$ cat src/rtl/branch_seq_pkg.sv
// Shared types and constants for the 6502 relative-branch sequencer.
// Latency: none (declarations only).
// Backpressure: not applicable.
package branch_seq_pkg;

    typedef enum logic [2:0] {
        ST_IDLE   = 3'd0,
        ST_FETCH  = 3'd1,
        ST_ADD_LO = 3'd2,
        ST_FIX_HI = 3'd3,
        ST_DONE   = 3'd4
    } state_t;

    // Flag selected by opcode[7:6]
    localparam logic [1:0] SEL_N = 2'b00;
    localparam logic [1:0] SEL_V = 2'b01;
    localparam logic [1:0] SEL_C = 2'b10;
    localparam logic [1:0] SEL_Z = 2'b11;

    // Every Bcc opcode has the form xxx10000
    localparam logic [7:0] BRANCH_OPC_MASK = 8'h1F;
    localparam logic [7:0] BRANCH_OPC_VAL  = 8'h10;

    // 6502 cycle counts: not taken, taken same page, taken across a page
    localparam int CYC_NT = 2;
    localparam int CYC_T  = 3;
    localparam int CYC_PX = 4;

    function automatic logic is_branch_opc(input logic [7:0] opc);
        return (opc & BRANCH_OPC_MASK) == BRANCH_OPC_VAL;
    endfunction

endpackage

$ cat src/rtl/branch_sequencer_if.sv
// Operand-fetch bus between the branch sequencer and the memory interface.
// Latency: none (wires only); bus_data is valid in the same cycle as bus_ack.
// Backpressure: the requester holds bus_req/bus_addr until bus_ack is seen.
interface branch_sequencer_if #(
    parameter int ADDR_W = 16
);
    logic              bus_req;
    logic [ADDR_W-1:0] bus_addr;
    logic              bus_ack;
    logic [7:0]        bus_data;

    modport master (
        output bus_req,
        output bus_addr,
        input  bus_ack,
        input  bus_data
    );

    modport slave (
        input  bus_req,
        input  bus_addr,
        output bus_ack,
        output bus_data
    );
endinterface

$ cat src/rtl/branch_sequencer_cond_eval.sv
// Bcc condition test: selects N/V/C/Z from sel[2:1] and compares it with sel[0].
// Latency: combinational.
// Backpressure: none.
module branch_cond_eval
    import branch_seq_pkg::*;
(
    input  logic [2:0] sel_i,
    input  logic       c_i,
    input  logic       v_i,
    input  logic       n_i,
    input  logic       z_i,
    output logic       taken_o
);

    logic flag;

    // Pick the tested flag and compare against the wanted polarity
    always_comb begin
        flag = n_i;
        case (sel_i[2:1])
            SEL_N:   flag = n_i;
            SEL_V:   flag = v_i;
            SEL_C:   flag = c_i;
            SEL_Z:   flag = z_i;
            default: flag = n_i;
        endcase
        taken_o = (flag == sel_i[0]);
    end

endmodule

$ cat src/rtl/branch_sequencer.sv
// 6502 relative-branch sequencer: operand fetch, condition test, target PC, cycle count.
// Latency: done 2/3/4 cycles after start acceptance (+1 per cycle of bus_ack wait).
// Backpressure: ready=0 while busy (start ignored); FETCH stalls until bus_ack. Option: BRANCH_IRQ_DELAY_EN.
module branch_sequencer
    import branch_seq_pkg::*;
#(
    parameter int ADDR_W = 16,
    parameter int CNT_W  = 3
) (
    input  logic                CLK,
    input  logic                n_RES,
    input  logic                start,
    input  logic [7:0]          opcode,
    input  logic [ADDR_W-1:0]   pc_in,
    input  logic                c_flag,
    input  logic                v_flag,
    input  logic                n_flag,
    input  logic                z_flag,
    branch_sequencer_if.master  bus,
    output logic                ready,
    output logic                done,
    output logic                taken,
    output logic                page_cross,
    output logic [ADDR_W-1:0]   target,
    output logic [CNT_W-1:0]    cycles,
    output logic                err,
    output logic                irq_poll_inhibit
);

    localparam int HI_W = ADDR_W - 8;

    state_t              state_q, state_d;
    logic [7:0]          opc_q, opc_d;
    logic [3:0]          flags_q, flags_d;     // {c, v, n, z}
    logic [ADDR_W-1:0]   pc_q, pc_d;
    logic [7:0]          off_q, off_d;
    logic                taken_q, taken_d;
    logic                px_q, px_d;
    logic [ADDR_W-1:0]   target_q, target_d;
    logic [CNT_W-1:0]    cycles_q, cycles_d;
    logic                err_q, err_d;

    logic                cond_true;
    logic [8:0]          lo_sum;
    logic [HI_W-1:0]     pc_hi;

    branch_cond_eval u_cond (
        .sel_i   (opc_q[7:5]),
        .c_i     (flags_q[3]),
        .v_i     (flags_q[2]),
        .n_i     (flags_q[1]),
        .z_i     (flags_q[0]),
        .taken_o (cond_true)
    );

    // Low-byte add; carry combined with the offset sign tells whether the page changes
    assign lo_sum = {1'b0, pc_q[7:0]} + {1'b0, off_q};
    assign pc_hi  = pc_q[ADDR_W-1:8];

    // Next-state and datapath updates for every state
    always_comb begin
        state_d  = state_q;
        opc_d    = opc_q;
        flags_d  = flags_q;
        pc_d     = pc_q;
        off_d    = off_q;
        taken_d  = taken_q;
        px_d     = px_q;
        target_d = target_q;
        cycles_d = cycles_q;
        err_d    = err_q;

        case (state_q)
            ST_IDLE: begin
                if (start) begin
                    opc_d    = opcode;
                    flags_d  = {c_flag, v_flag, n_flag, z_flag};
                    pc_d     = pc_in + ADDR_W'(1);
                    taken_d  = 1'b0;
                    px_d     = 1'b0;
                    target_d = '0;
                    cycles_d = '0;
                    err_d    = 1'b0;
                    state_d  = ST_FETCH;
                end
            end
            ST_FETCH: begin
                if (bus.bus_ack) begin
                    off_d = bus.bus_data;
                    pc_d  = pc_q + ADDR_W'(1);
                    if (!is_branch_opc(opc_q)) begin
                        err_d    = 1'b1;
                        taken_d  = 1'b0;
                        target_d = pc_q + ADDR_W'(1);
                        cycles_d = CNT_W'(CYC_NT);
                        state_d  = ST_DONE;
                    end else if (cond_true) begin
                        taken_d = 1'b1;
                        state_d = ST_ADD_LO;
                    end else begin
                        target_d = pc_q + ADDR_W'(1);
                        cycles_d = CNT_W'(CYC_NT);
                        state_d  = ST_DONE;
                    end
                end
            end
            ST_ADD_LO: begin
                target_d = {pc_hi, lo_sum[7:0]};
                px_d     = lo_sum[8] ^ off_q[7];
                if (lo_sum[8] ^ off_q[7]) begin
                    state_d = ST_FIX_HI;
                end else begin
                    cycles_d = CNT_W'(CYC_T);
                    state_d  = ST_DONE;
                end
            end
            ST_FIX_HI: begin
                // High part wraps modulo 2^ADDR_W without any flag
                target_d = {(off_q[7] ? pc_hi - HI_W'(1) : pc_hi + HI_W'(1)),
                            target_q[7:0]};
                cycles_d = CNT_W'(CYC_PX);
                state_d  = ST_DONE;
            end
            ST_DONE: begin
                state_d = ST_IDLE;
            end
            default: begin
                state_d = ST_IDLE;
            end
        endcase
    end

    // State and datapath registers; reset abandons any branch in flight
    always_ff @(posedge CLK or negedge n_RES) begin
        if (!n_RES) begin
            state_q  <= ST_IDLE;
            opc_q    <= '0;
            flags_q  <= '0;
            pc_q     <= '0;
            off_q    <= '0;
            taken_q  <= 1'b0;
            px_q     <= 1'b0;
            target_q <= '0;
            cycles_q <= '0;
            err_q    <= 1'b0;
        end else begin
            state_q  <= state_d;
            opc_q    <= opc_d;
            flags_q  <= flags_d;
            pc_q     <= pc_d;
            off_q    <= off_d;
            taken_q  <= taken_d;
            px_q     <= px_d;
            target_q <= target_d;
            cycles_q <= cycles_d;
            err_q    <= err_d;
        end
    end

    assign ready        = (state_q == ST_IDLE);
    assign done         = (state_q == ST_DONE);
    assign bus.bus_req  = (state_q == ST_FETCH);
    assign bus.bus_addr = pc_q;
    assign taken        = taken_q;
    assign page_cross   = px_q;
    assign target       = target_q;
    assign cycles       = cycles_q;
    assign err          = err_q;

`ifdef BRANCH_IRQ_DELAY_EN
    // A taken branch that stays in its page delays the interrupt poll by one instruction
    assign irq_poll_inhibit = done & taken_q & ~px_q;
`else
    assign irq_poll_inhibit = 1'b0;
`endif

endmodule

$ cat src/flat_wrapper.sv
// flat-port wrapper written by rule: the top's interface ports become plain ports
module branch_sequencer_flat import branch_seq_pkg::*;
#(
    parameter int ADDR_W = 16,
    parameter int CNT_W  = 3
)
  (CLK, n_RES, start, opcode, pc_in, c_flag, v_flag, n_flag, z_flag, ready, done, taken, page_cross, target, cycles, err, irq_poll_inhibit, bus_bus_req, bus_bus_addr, bus_bus_ack, bus_bus_data);
  branch_sequencer_if #(.ADDR_W(ADDR_W)) bus_i ();
  input  logic CLK;
  input  logic n_RES;
  input  logic start;
  input  logic [7:0] opcode;
  input  logic [ADDR_W-1:0] pc_in;
  input  logic c_flag;
  input  logic v_flag;
  input  logic n_flag;
  input  logic z_flag;
  output logic ready;
  output logic done;
  output logic taken;
  output logic page_cross;
  output logic [ADDR_W-1:0] target;
  output logic [CNT_W-1:0] cycles;
  output logic err;
  output logic irq_poll_inhibit;
  output wire logic [$bits(bus_i.bus_req)-1:0] bus_bus_req;
  output wire logic [$bits(bus_i.bus_addr)-1:0] bus_bus_addr;
  input wire logic [$bits(bus_i.bus_ack)-1:0] bus_bus_ack;
  input wire logic [$bits(bus_i.bus_data)-1:0] bus_bus_data;
  assign bus_bus_req = bus_i.bus_req;
  assign bus_bus_addr = bus_i.bus_addr;
  assign bus_i.bus_ack = bus_bus_ack;
  assign bus_i.bus_data = bus_bus_data;
  branch_sequencer #(.ADDR_W(ADDR_W), .CNT_W(CNT_W)) u_core (.CLK(CLK), .n_RES(n_RES), .start(start), .opcode(opcode), .pc_in(pc_in), .c_flag(c_flag), .v_flag(v_flag), .n_flag(n_flag), .z_flag(z_flag), .bus(bus_i), .ready(ready), .done(done), .taken(taken), .page_cross(page_cross), .target(target), .cycles(cycles), .err(err), .irq_poll_inhibit(irq_poll_inhibit));
endmodule
$ cat config.mk
export PLATFORM = sky130hd
export DESIGN_NAME = branch_sequencer_flat
export DESIGN_NICKNAME = d
export VERILOG_FILES = /design/src/rtl/branch_seq_pkg.sv /design/src/rtl/branch_sequencer_if.sv /design/src/rtl/branch_sequencer_cond_eval.sv /design/src/rtl/branch_sequencer.sv /design/src/flat_wrapper.sv
export SDC_FILE = /design/constraint.sdc
export NUM_CORES = 1
export LEC_CHECK = 0
export BUFFER_PORTS_ARGS = -buffer_cell sky130_fd_sc_hd__buf_2
export CAP_MARGIN = 25
export CORE_MARGIN = 1.5
export CORE_UTILIZATION = 60
export DETAILED_ROUTE_END_ITERATION = 10
export HOLD_SLACK_MARGIN = 0.02
export PLACE_DENSITY = 0.86
export SLEW_MARGIN = 20
export SYNTH_ARGS = -nofsm -noshare
export SYNTH_HDL_FRONTEND = slang
export SYNTH_SLANG_ARGS = --single-unit
$ cat constraint.sdc
create_clock -name CLK -period 3.6 [get_ports CLK]
set_input_delay 0.54 -clock CLK [delete_from_list [all_inputs] [get_ports CLK]]
set_output_delay 0.54 -clock CLK [all_outputs]
set_load 0.02 [all_outputs]
**After elaboration in Yosys (flattened, before gate mapping)**

Cells that the tools add are included.

- Logic and storage cells: 80
- Register bits: 61
- Output and inout bits: 42

- Equal/unequal tests: 15
- $add $sub $neg: 5
- Reduce and logical (&&, ||, !) cells: 16
- Mux-type cells: 31
- Bitwise operators: 2

Operator list:

| kind | count |
|---|---|
| $mux 16 | 6 |
| $pmux 16 s4 | 1 |
| $add 16x1->16 const B | 2 |
| $pmux 16 s2 | 1 |
| $mux 3 | 10 |
| $pmux 3 s4 | 2 |
| $reduce_and 4->1 | 3 |
| $reduce_and 5->1 | 2 |
| $add 8x8->9 | 1 |
| $add 8x1->8 const B | 1 |
| $mux 8 | 1 |
| $reduce_and 2->1 | 4 |
| $sub 8x1->8 const B | 1 |
| $eq 3x2->1 const B | 2 |
| $mux 1 | 6 |
| $ne 2x2->1 const B | 3 |
| $pmux 1 s2 | 3 |
| $eq 5x5->1 const B | 1 |
| $eq 2x2->1 const B | 2 |
| $pmux 1 s4 | 1 |
| $reduce_bool 2->1 | 2 |
| $reduce_bool 4->1 | 1 |
| $eq 3x1->1 const B | 1 |
| $eq 3x3->1 const B | 1 |
| other kinds (11) | 11 |

**Logic depth before layout (Yosys ltp)**

Gate-level depths: netlist (run 1).

- Depth in word-level cells: 7
- Mapped depth: 9
- Mapped depth without buffers: 8

**By module**

Synthesis (run 1) repeated with hierarchy kept, for this count alone.

- Cells, all modules: 450
- Area, all modules: 4095.2 µm²

Modules (own cells, without submodules):

| module | cells each | area an instance (µm²) | seq. area each (µm²) | instances |
|---|---|---|---|---|
| branch_sequencer | 448 | 4063.9 | 1526.5 | 1 |
| branch_cond_eval | 2 | 31.3 | 0.0 | 1 |

**Worst setup path after synthesis (run 1)**

Ideal clock, no wire load.

- Kind: reg2reg
- Start: reg u_core.pc_q[0] (netlist: u_core.bus.bus_addr[0])
- End: reg u_core.state_q[0]
- Clock period less this slack: 2549 ps
- Required time: 3450 ps
- Cell stages (with the launch flop): 9
- Path slack: 1051 ps
- Arrival time: 2400 ps
- Path buffers: 0
- Cells stage by stage: dfrtp_1 ha_1 fa_1 a211oi_1 o21bai_1 a2111oi_0 nor3_1 xnor2_1 o221ai_1

- Longest elaborated chain between the ends: 4

Ends and longest elaborated chain:

| element | RTL line | source |
|---|---|---|
| from (decl) | branch_sequencer.sv:35 | `logic [ADDR_W-1:0] pc_q, pc_d;` |
| from (signal assigned) | branch_sequencer.sv:150 | `pc_q <= pc_d;` |
| $add 8x8->9 | branch_sequencer.sv:57 | `assign lo_sum = {1'b0, pc_q[7:0]} + {1'b0, off_q};` |
| $xor 1x1->1 | branch_sequencer.sv:110 | `if (lo_sum[8] ^ off_q[7]) begin` |
| $mux 3 | branch_sequencer.sv:110 |  |
| $pmux 3 s4 | branch_sequencer.sv:73 | `case (state_q)` |
| to (signal assigned) | branch_sequencer.sv:147 | `state_q <= state_d;` |
| to (decl) | branch_sequencer.sv:32 | `state_t state_q, state_d;` |

No other way between the ends.
A chain may end at the register's enable or synchronous reset.

**Final worst setup path (run 1)**

Ends and elaborated chain as after synthesis.

==> flow_summary.toml, run 1 <==
[floorplanning]
pin_count = 82
rows = 29
die_area_sq_um = 7250
die-height_um = 85.1
die_w_um = 85.1
start_util = 0.630
core_area_sq_um = 6420

[place]
port-buffer-count = 80
dp_slack_ns = 0.756
place_congestion = 0.887
dp.cells = 609
dp.final_hpwl_um = 7680

[cts]
clock_sinks = 61
cts_root_buf = "clkbuf_8"
post_cts_buffers = 0
insertion_delay_ns = 0.36
cts.path.max_buffers = 2
cts_hold_buffers = 0
h-tree-depth = 3
cts_tree = "built"
cts.repair.resized = 0
path_clk_slew_ns = 0.08
numCtsBuffers = 9

[global_routing]
use_met3 = 0.0603
grt_use_total = 0.300
grt_pass1_wl_um = 17000
use_met2 = 0.464
overflow = 0
antenna_found_initial = 0
gr-max-usage-layer = "met2"
grt_max_degree = 36
gr-usage-met1 = 0.427
grt_pass1_vias = 3468

[yosys]
ys_seq_area_frac = 0.377
synth_cell_type_count = 63
syn_nets = 527
synth-seq-cells = 61
synth-edff-count = 0
ys.flop_type = "dfrtp_1"
yosysWarningCount = 0
syn_inst = 469
synthesis.area_sq_um = 4050
synthArstFlopShare = 1.00
synth_area_per_cell_sq_um = 8.63

[critical_path]
worstPathArrival_ns = 3.12
reg2reg_from = "u_core.bus.bus_addr[0]"
rr_worst_depth = 8
worstPathMaxFanout = 8
r2r_slack_ns = 0.66
worst-path-buf-inv = 0
crit_family = "compound AO/OA/AOI/OAI gates"
slowest_delay_ns = 0.46
worstPathCellList = "ha_1 > fa_1 > a211oi_1 > o21bai_1 > a2111oi_0 > nor3_1 > xnor2_1 > o221ai_1"
critPathRequiredTime_ns = 3.78
start_kind = "flip-flop"
cp_slowest_cell = "dfrtp_1"
r2r-end = "u_core.state_q[0]"
path_class = "reg2reg"
crit_path_end_kind = "flip-flop"

[power]
p_leak_nw = 2.20
peakVddDrop_mv = 0.528
pwr_density_cell_nw_per_um2 = 1060
pwr-share-seq = 0.275
combPwrFrac = 0.591
finalPower_w = 0.00499
swShare = 0.485
p_clk_frac = 0.134
p_sw_w = 0.00242
p_int_w = 0.00257

[routing]
antenna_left = 0
drt_first_pass_iters = 8
initialDrtViolationCount = 301
num_vias = 3814
drcViolationCount = 4
wire_per_inst_um = 16.9
vias_per_cell = 6.10
wl_um = 10600

[sta]
tns_ns = 0
worst_slew_pin_slew_ns = 0.787
rsz0062_at_grt = "false"
setup_viol = 0
fmax_ghz = 0.340
fin_hold_ws_ns = 0.203
maxSlewHeadroom = 0.475
hold_violations = 0
setup_ws_ns = 0.660
fin_crit_sh = 0.817
slew_viol_final = 0
fin_skew_ns = 0.0138
fin_crit_ns = 2.94

[outcome]
status = "finished with violations"
violations = "design-rule violations"

[job]
drv_cap = 0

[layout]
multi_input_area_sq_um = 2360
drive_gt1_frac = 0.228
nets = 601
instances_no_fill = 625
num_antenna_cells = 0
n_fill_cell = 509
seq_area_sq_um = 1530
syn_to_final_growth_pct = 16.3

[hold_path]
hold_class = "in2async"
[worst register-to-register path: stages, from the launching register on]
cell,delay [ns]
dfrtp_1,0.46
ha_1,0.27
fa_1,0.45
a211oi_1,0.26
o21bai_1,0.14
a2111oi_0,0.46
nor3_1,0.17
xnor2_1,0.38
o221ai_1,0.18
[cell type report]
type,instances,share of cell area
clock buffer,11,0.0279
clock inverter,5,0.0159
timing repair buffer,87,0.0989
inverter,13,0.0104
multi-input combinational,371,0.502
sequential,61,0.324
tap,77,0.0205
[metrics by stage]
| stage | instance area [sq um] | utilization |
|---|---|---|
| after global placement | 4480 | 0.698 |
| after CTS | 4710 | 0.733 |
| final | 4710 | 0.733 |
| after global routing | 4710 | 0.733 |
| after detailed placement | 4500 | 0.701 |
| after floorplan | 4050 | - |
[cell usage after synthesis (all sizes together) (9+ instances only)]
library cell,number,share of area
buf,9,0.013
mux2,14,0.041
a21oi,32,0.040
dfrtp,61,0.38
xnor2,20,0.045
xor2,12,0.026
ha,16,0.049
nand2,82,0.078
nand3,17,0.021
nor2,32,0.030
o21ai,29,0.036
inv,13,0.012
nor3,16,0.020
clkbuf,15,0.014
[layout by cell type, fill, tap and decap left out, types with 5 or more instances in the layout]
master / synthesis / final
o22ai_1: 7 / 7
a21oi_1: 32 / 32
inv_1: 12 / 12
xor2_1: 12 / 12
clkbuf_8: 0 / 9
o211ai_1: 5 / 5
nand2_1: 81 / 81
nor3_1: 16 / 16
xnor2_1: 19 / 19
and2_1: 5 / 5
nand2b_1: 7 / 7
dfrtp_1: 61 / 61
buf_4: 1 / 6
buf_2: 5 / 80
o21ai_0: 29 / 29
nor2_1: 32 / 32
nand3_1: 17 / 17
ha_1: 16 / 16
nand4_1: 6 / 6
mux2_2: 10 / 10
[how the worst max path moves through the flow]
stage / startpoint / endpoint / slack, ns / depth (start not counted)
2_1_floorplan: u_core.bus.bus_addr[0] / u_core.state_q[0] / 1.05 / 8
3_3_place_gp: u_core.bus.bus_addr[0] / u_core.state_q[0] / 0.94 / 8
3_5_place_dp: u_core.bus.bus_addr[0] / u_core.state_q[0] / 0.76 / 8
4_1_cts: u_core.bus.bus_addr[0] / u_core.state_q[0] / 0.70 / 8
5_1_grt: u_core.bus.bus_addr[0] / u_core.state_q[0] / 0.47 / 8
6_report: u_core.bus.bus_addr[0] / u_core.state_q[0] / 0.66 / 8
[cells by family after synthesis]
kind of cell | Yosys count | share of synthesized area
AO/OA/AOI/OAI | 118 | 0.189
XOR/XNOR | 32 | 0.0711
adder cells (fa/ha/maj) | 18 | 0.0594
buffers and inverters | 37 | 0.0386
flip-flops | 61 | 0.377
multiplexers | 17 | 0.0513
other | 1 | 0.000926
AND/OR/NAND/NOR | 185 | 0.212
[per-layer routing]
layer | up-vias | part of all wire
li1 | 1819 | -
met1 | 1781 | 0.44
met2 | 194 | 0.46
met3 | 20 | 0.085
met4 | 0 | 0.018
met5 | - | 0
[registers in the layout, indices dropped and copies added (netlist names)]
| name | cells |
|---|---|
| u_core.page_cross | 1 |
| u_core.cycles | 3 |
| u_core.taken | 1 |
| u_core.opc_q | 8 |
| u_core.err | 1 |
| u_core.bus.bus_addr | 16 |
| u_core.flags_q | 4 |
| u_core.off_q | 8 |
| u_core.target | 16 |
| u_core.state_q | 3 |
[power by group through the flow]
stage	combinational [W]	sequential, W	clock [W]
global route	0.00321	0.00141	0.000707
CTS	0.00290	0.00136	0.000670
detailed placement	0.00288	0.00137	0
finish	0.00294	0.00137	0.000670
global placement	0.00280	0.00136	0
floorplan	0.00209	0.00143	0
Power figures use the tool's default switching activity.
==> run 2, diff against run 1 <==
CORE_UTILIZATION = 50   (was 60)
PLACE_DENSITY = 0.77   (was 0.86)
clock period = 2.7 ns   (was 3.6 ns; I/O delays follow)
==> flow_summary.toml, run 2 (synthesized netlist as in run 1, its figures left out) <==
[place]
port-buffer-count = 80
dpl_cell_area_sq_um = 4580
place_congestion = 0.917
dp.final_hpwl_um = 7900
dp.cells = 642

[cts]
post_cts_buffers = 0
cts.repair.resized = 0
h-tree-depth = 3
cts_hold_buffers = 0
cts_root_buf = "clkbuf_8"
clock_sinks = 61
numCtsBuffers = 9
path_clk_slew_ns = 0.07
cts_tree = "built"
insertion_delay_ns = 0.34
cts.path.max_buffers = 2

[global_routing]
grt_pass1_wl_um = 17300
grt_pass1_vias = 3611
antenna_found_initial = 0
grt_max_degree = 35
grt_use_total = 0.258
overflow = 0

[floorplanning]
die_area_sq_um = 8640
core_area_sq_um = 7770
start_util = 0.521
die-height_um = 93.0
rows = 32
pin_count = 82
die_w_um = 93.0

[critical_path]
slowest_delay_ns = 0.44
path_class = "reg2reg"
crit_family = "compound AO/OA/AOI/OAI gates"
critPathLaunch = "u_core.bus.bus_addr[0]"
critPathRequiredTime_ns = 2.88
start_kind = "flip-flop"
reg2reg_from = "u_core.bus.bus_addr[0]"
worstPathCellList = "ha_1 > fa_1 > a211oi_1 > o21bai_1 > a2111oi_2 > nor3_2 > xnor2_2 > o221ai_1"
worst-path-buf-inv = 0
crit_path_end_kind = "flip-flop"
worstPathArrival_ns = 2.69
worstPathMaxFanout = 5
cp_slowest_cell = "fa_1"

[routing]
drt_first_pass_iters = 5
wl_um = 10700
vias_per_cell = 5.89
drcViolationCount = 0
wire_per_inst_um = 16.2
initialDrtViolationCount = 221
num_vias = 3873
antenna_left = 0

[hold_path]
hold_class = "in2async"

[sta]
maxSlewHeadroom = 0.486
fin_skew_ns = 0.00915
hold_violations = 0
fin_crit_sh = 0.929
tns_ns = 0
slew_viol_final = 0
worst_slew_pin_slew_ns = 0.770
fmax_ghz = 0.399
fin_crit_ns = 2.51
rsz0062_at_grt = "false"
setup_viol = 0

[power]
finalPower_w = 0.00660
pwr_density_cell_nw_per_um2 = 1390
p_leak_nw = 2.22
peakVddDrop_mv = 0.658

[job]
drv_cap = 0

[layout]
final_common_cell = "nand2_1"
num_antenna_cells = 0
nets = 609
fin_area_sq_um = 4770
syn_to_final_growth_pct = 17.8
drive_gt1_frac = 0.250
instances_no_fill = 658
most-common-layout-cells = "nand2_1 (81), buf_2 (80), dfrtp_1 (60)"
fin_util = 0.614

[outcome]
status = "finished, final reports clean"
run 2: cell types whose count changed in the layout (fill, tap and decap cells not counted), moves of 2 or more:
cell,change
buf_4,+9
bufinv_16,-2
clkinvlp_4,+3
clkbuf_1,-2
run 2: report_power, final:
| group | total, W | switching [W] | internal, W |
|---|---|---|---|
| clock network | 0.000715 | 0.000390 | 0.000325 |
| logic | 0.00412 | 0.00242 | 0.00169 |
| registers | 0.00177 | 0.000455 | 0.00132 |
run 2: final timing paths:
check,endpoint,cells past startpoint,slack [ns]
hold reg to reg,u_core.opc_q[4],2,0.47
min in group CLK,u_core.opc_q[0],3,0.25
hold / removal,u_core.bus.bus_addr[3],1,0.13
setup reg to reg,u_core.state_q[0],8,0.19
max in group asynchronous,u_core.target[6],2,1.85
setup / recovery,u_core.state_q[0],8,0.19
run 2: final cells by class:
type	count	area, sq um
fill	679	3000
multi-input combinational	371	2380
sequential	61	1530
timing repair buffer	95	513
tap	102	128
clock buffer	9	124
inverter	13	48.8
clock inverter	7	42.5
run 2: metrics by stage:
stage          hold WS (ns)  setup WS (ns)
3_3_place_gp          0.455         0.0986
3_5_place_dp          0.456         0.0280
6_report              0.135          0.191
2_1_floorplan         0.109          0.151
4_1_cts               0.161        0.00699
5_1_grt               0.185         0.0381
run 2: layer usage:
layer,global-route usage,vias up,share of wire
met1,0.359,1827,0.45
li1,-,1843,-
met5,0,-,0
met4,0.0707,0,0.017
met2,0.403,178,0.45
met3,0.0593,25,0.077
==> run 3, diff against run 2 <==
PLACE_DENSITY = 0.76   (was 0.77)
SYNTH_HIERARCHICAL = 1   (was default)
==> flow_summary.toml, run 3 <==
[outcome]
status = "finished, final reports clean"

[sta]
setup_ws_ns = 0.337
maxSlewHeadroom = 0.475
tns_ns = 0
setup_viol = 0
worst_slew_pin_slew_ns = 0.787
fmax_ghz = 0.423
fin_skew_ns = 0.00569
hold_violations = 0
rsz0062_at_grt = "false"
fin_crit_ns = 2.36
fin_crit_sh = 0.875
slew_viol_final = 0

[power]
combPwrFrac = 0.589
p_leak_nw = 2.24
p_int_w = 0.00337
p_clk_frac = 0.130
peakVddDrop_mv = 0.639
p_sw_w = 0.00327
pwr-share-seq = 0.280
pwr_density_cell_nw_per_um2 = 1380
swShare = 0.493

[routing]
vias_per_cell = 5.97
drt_first_pass_iters = 5
wl_um = 10800
antenna_left = 0
drcViolationCount = 0
initialDrtViolationCount = 278
wire_per_inst_um = 16.9
num_vias = 3822

[global_routing]
use_met3 = 0.0496
gr-max-usage-layer = "met2"
overflow = 0
grt_pass1_wl_um = 18100
antenna_found_initial = 0
grt_pass1_vias = 3639
grt_max_degree = 62
gr-usage-met1 = 0.384
grt_use_total = 0.267
use_met2 = 0.401

[yosys]
syn_nets = 508
ys_seq_area_frac = 0.373
synth_cell_type_count = 68
synthesis.area_sq_um = 4100
synth_area_per_cell_sq_um = 9.10
yosysMostFrequentCell = "nand2_1"
yosys.area.top_type = "dfrtp_1"
synth-seq-cells = 61
ys_top_cells_by_count = "nand2_1 (83), dfrtp_1 (61), o21ai_0 (28)"
ys_top_cells_by_area = "dfrtp_1 (37%), nand2_1 (7.6%), ha_1 (4.9%)"
ys.flop_type = "dfrtp_1"
synthArstFlopShare = 1.00
synth_top_area_frac = 0.373
synth-edff-count = 0
syn_inst = 450
yosysWarningCount = 6

[critical_path]
critPathLaunch = "u_core/opc_q[6]"
path_class = "reg2reg"
worstPathArrival_ns = 2.58
reg2reg_from = "u_core/opc_q[6]"
start_kind = "flip-flop"
crit_path_end_kind = "flip-flop"
critPathRequiredTime_ns = 2.92
worstPathMaxFanout = 6

[cts]
insertion_delay_ns = 0.34
post_cts_buffers = 0
clock_sinks = 61
cts.path.max_buffers = 2
cts_tree = "built"
cts_root_buf = "clkbuf_8"
cts.repair.resized = 0
h-tree-depth = 3
cts_hold_buffers = 0
path_clk_slew_ns = 0.07
numCtsBuffers = 9

[job]
drv_cap = 0

[layout]
n_fill_cell = 703
seq_area_sq_um = 1530
drive_gt1_frac = 0.260
most-common-layout-cells = "nand2_1 (83), buf_2 (80), dfrtp_1 (61)"
num_antenna_cells = 0
final_common_cell = "nand2_1"
nets = 591
syn_to_final_growth_pct = 17.8
multi_input_area_sq_um = 2430

[place]
port-buffer-count = 80
dp.final_hpwl_um = 7940
place_congestion = 0.888
dp_slack_ns = 0.429

[floorplanning]
rows = 32
die_w_um = 93.5
die-height_um = 93.5
start_util = 0.522
pin_count = 82
die_area_sq_um = 8740
core_area_sq_um = 7850

[hold_path]
hold_class = "in2async"
[run 3: layer usage]
layer | part of all wire | vias up
li1 | - | 1818
met1 | 0.46 | 1801
met2 | 0.45 | 189
met3 | 0.076 | 14
met4 | 0.013 | 0
met5 | 0 | -
[run 3: final cells by class]
cell class	instances	share of cell area
multi-input cells	359	0.504
flip-flops and latches	61	0.316
well taps	102	0.0265
clock buffers	13	0.0350
inverters	10	0.00778
repair buffers	92	0.102
clock inverters	3	0.00882
[run 3: critical path, cell delays in order, from the launching register on]
cell and delay (ns):
dfrtp_1 0.37, mux4_2 0.52, xnor2_1 0.47, a31oi_1 0.19
o21bai_2 0.29, a311oi_1 0.10, a221o_1 0.30
[run 3: worst paths after layout]
kind	endpoint	slack [ns]	cells past startpoint
worst max-delay path	u_core/target[14]	0.34	6
worst min-delay path	u_core/target[11]	0.24	2
worst max register to register	u_core/target[14]	0.34	6
worst min register to register	u_core/taken	0.48	2
max in group asynchronous	u_core/opc_q[3]	1.95	2
min in group CLK	u_core/flags_q[2]	0.25	3
[run 3: cell families after synthesis]
group           Yosys count  synth area share
buf+inv                  30            0.0339
compound gates          127             0.211
fa+ha+maj                18            0.0587
xor+xnor                 35            0.0749
flops                    61             0.373
simple gates            168             0.218
mux                      10            0.0296
other cells               1          0.000916
[run 3: per-stage QoR]
step | utilization | hold slack, ns | cells | cell area, sq um | power, W
after floorplan | - | 0.109 | 450 | 4100 | 0.00463
after global placement | 0.588 | 0.458 | 624 | 4610 | 0.00560
after detailed placement | 0.588 | 0.471 | 624 | 4610 | 0.00570
after CTS | 0.615 | 0.242 | 640 | 4820 | 0.00660
after global routing | 0.615 | 0.242 | 640 | 4820 | 0.00715
final | 0.615 | 0.237 | 640 | 4820 | 0.00664
[run 3: power by group through the flow]
| stage | clock network [W] | registers [W] | logic (W) |
|---|---|---|---|
| after floorplan | 0 | 0.00201 | 0.00262 |
| after global placement | 0 | 0.00186 | 0.00374 |
| after detailed placement | 0 | 0.00187 | 0.00383 |
| after CTS | 0.000879 | 0.00186 | 0.00387 |
| after global routing | 0.000919 | 0.00193 | 0.00430 |
| final | 0.000866 | 0.00186 | 0.00391 |
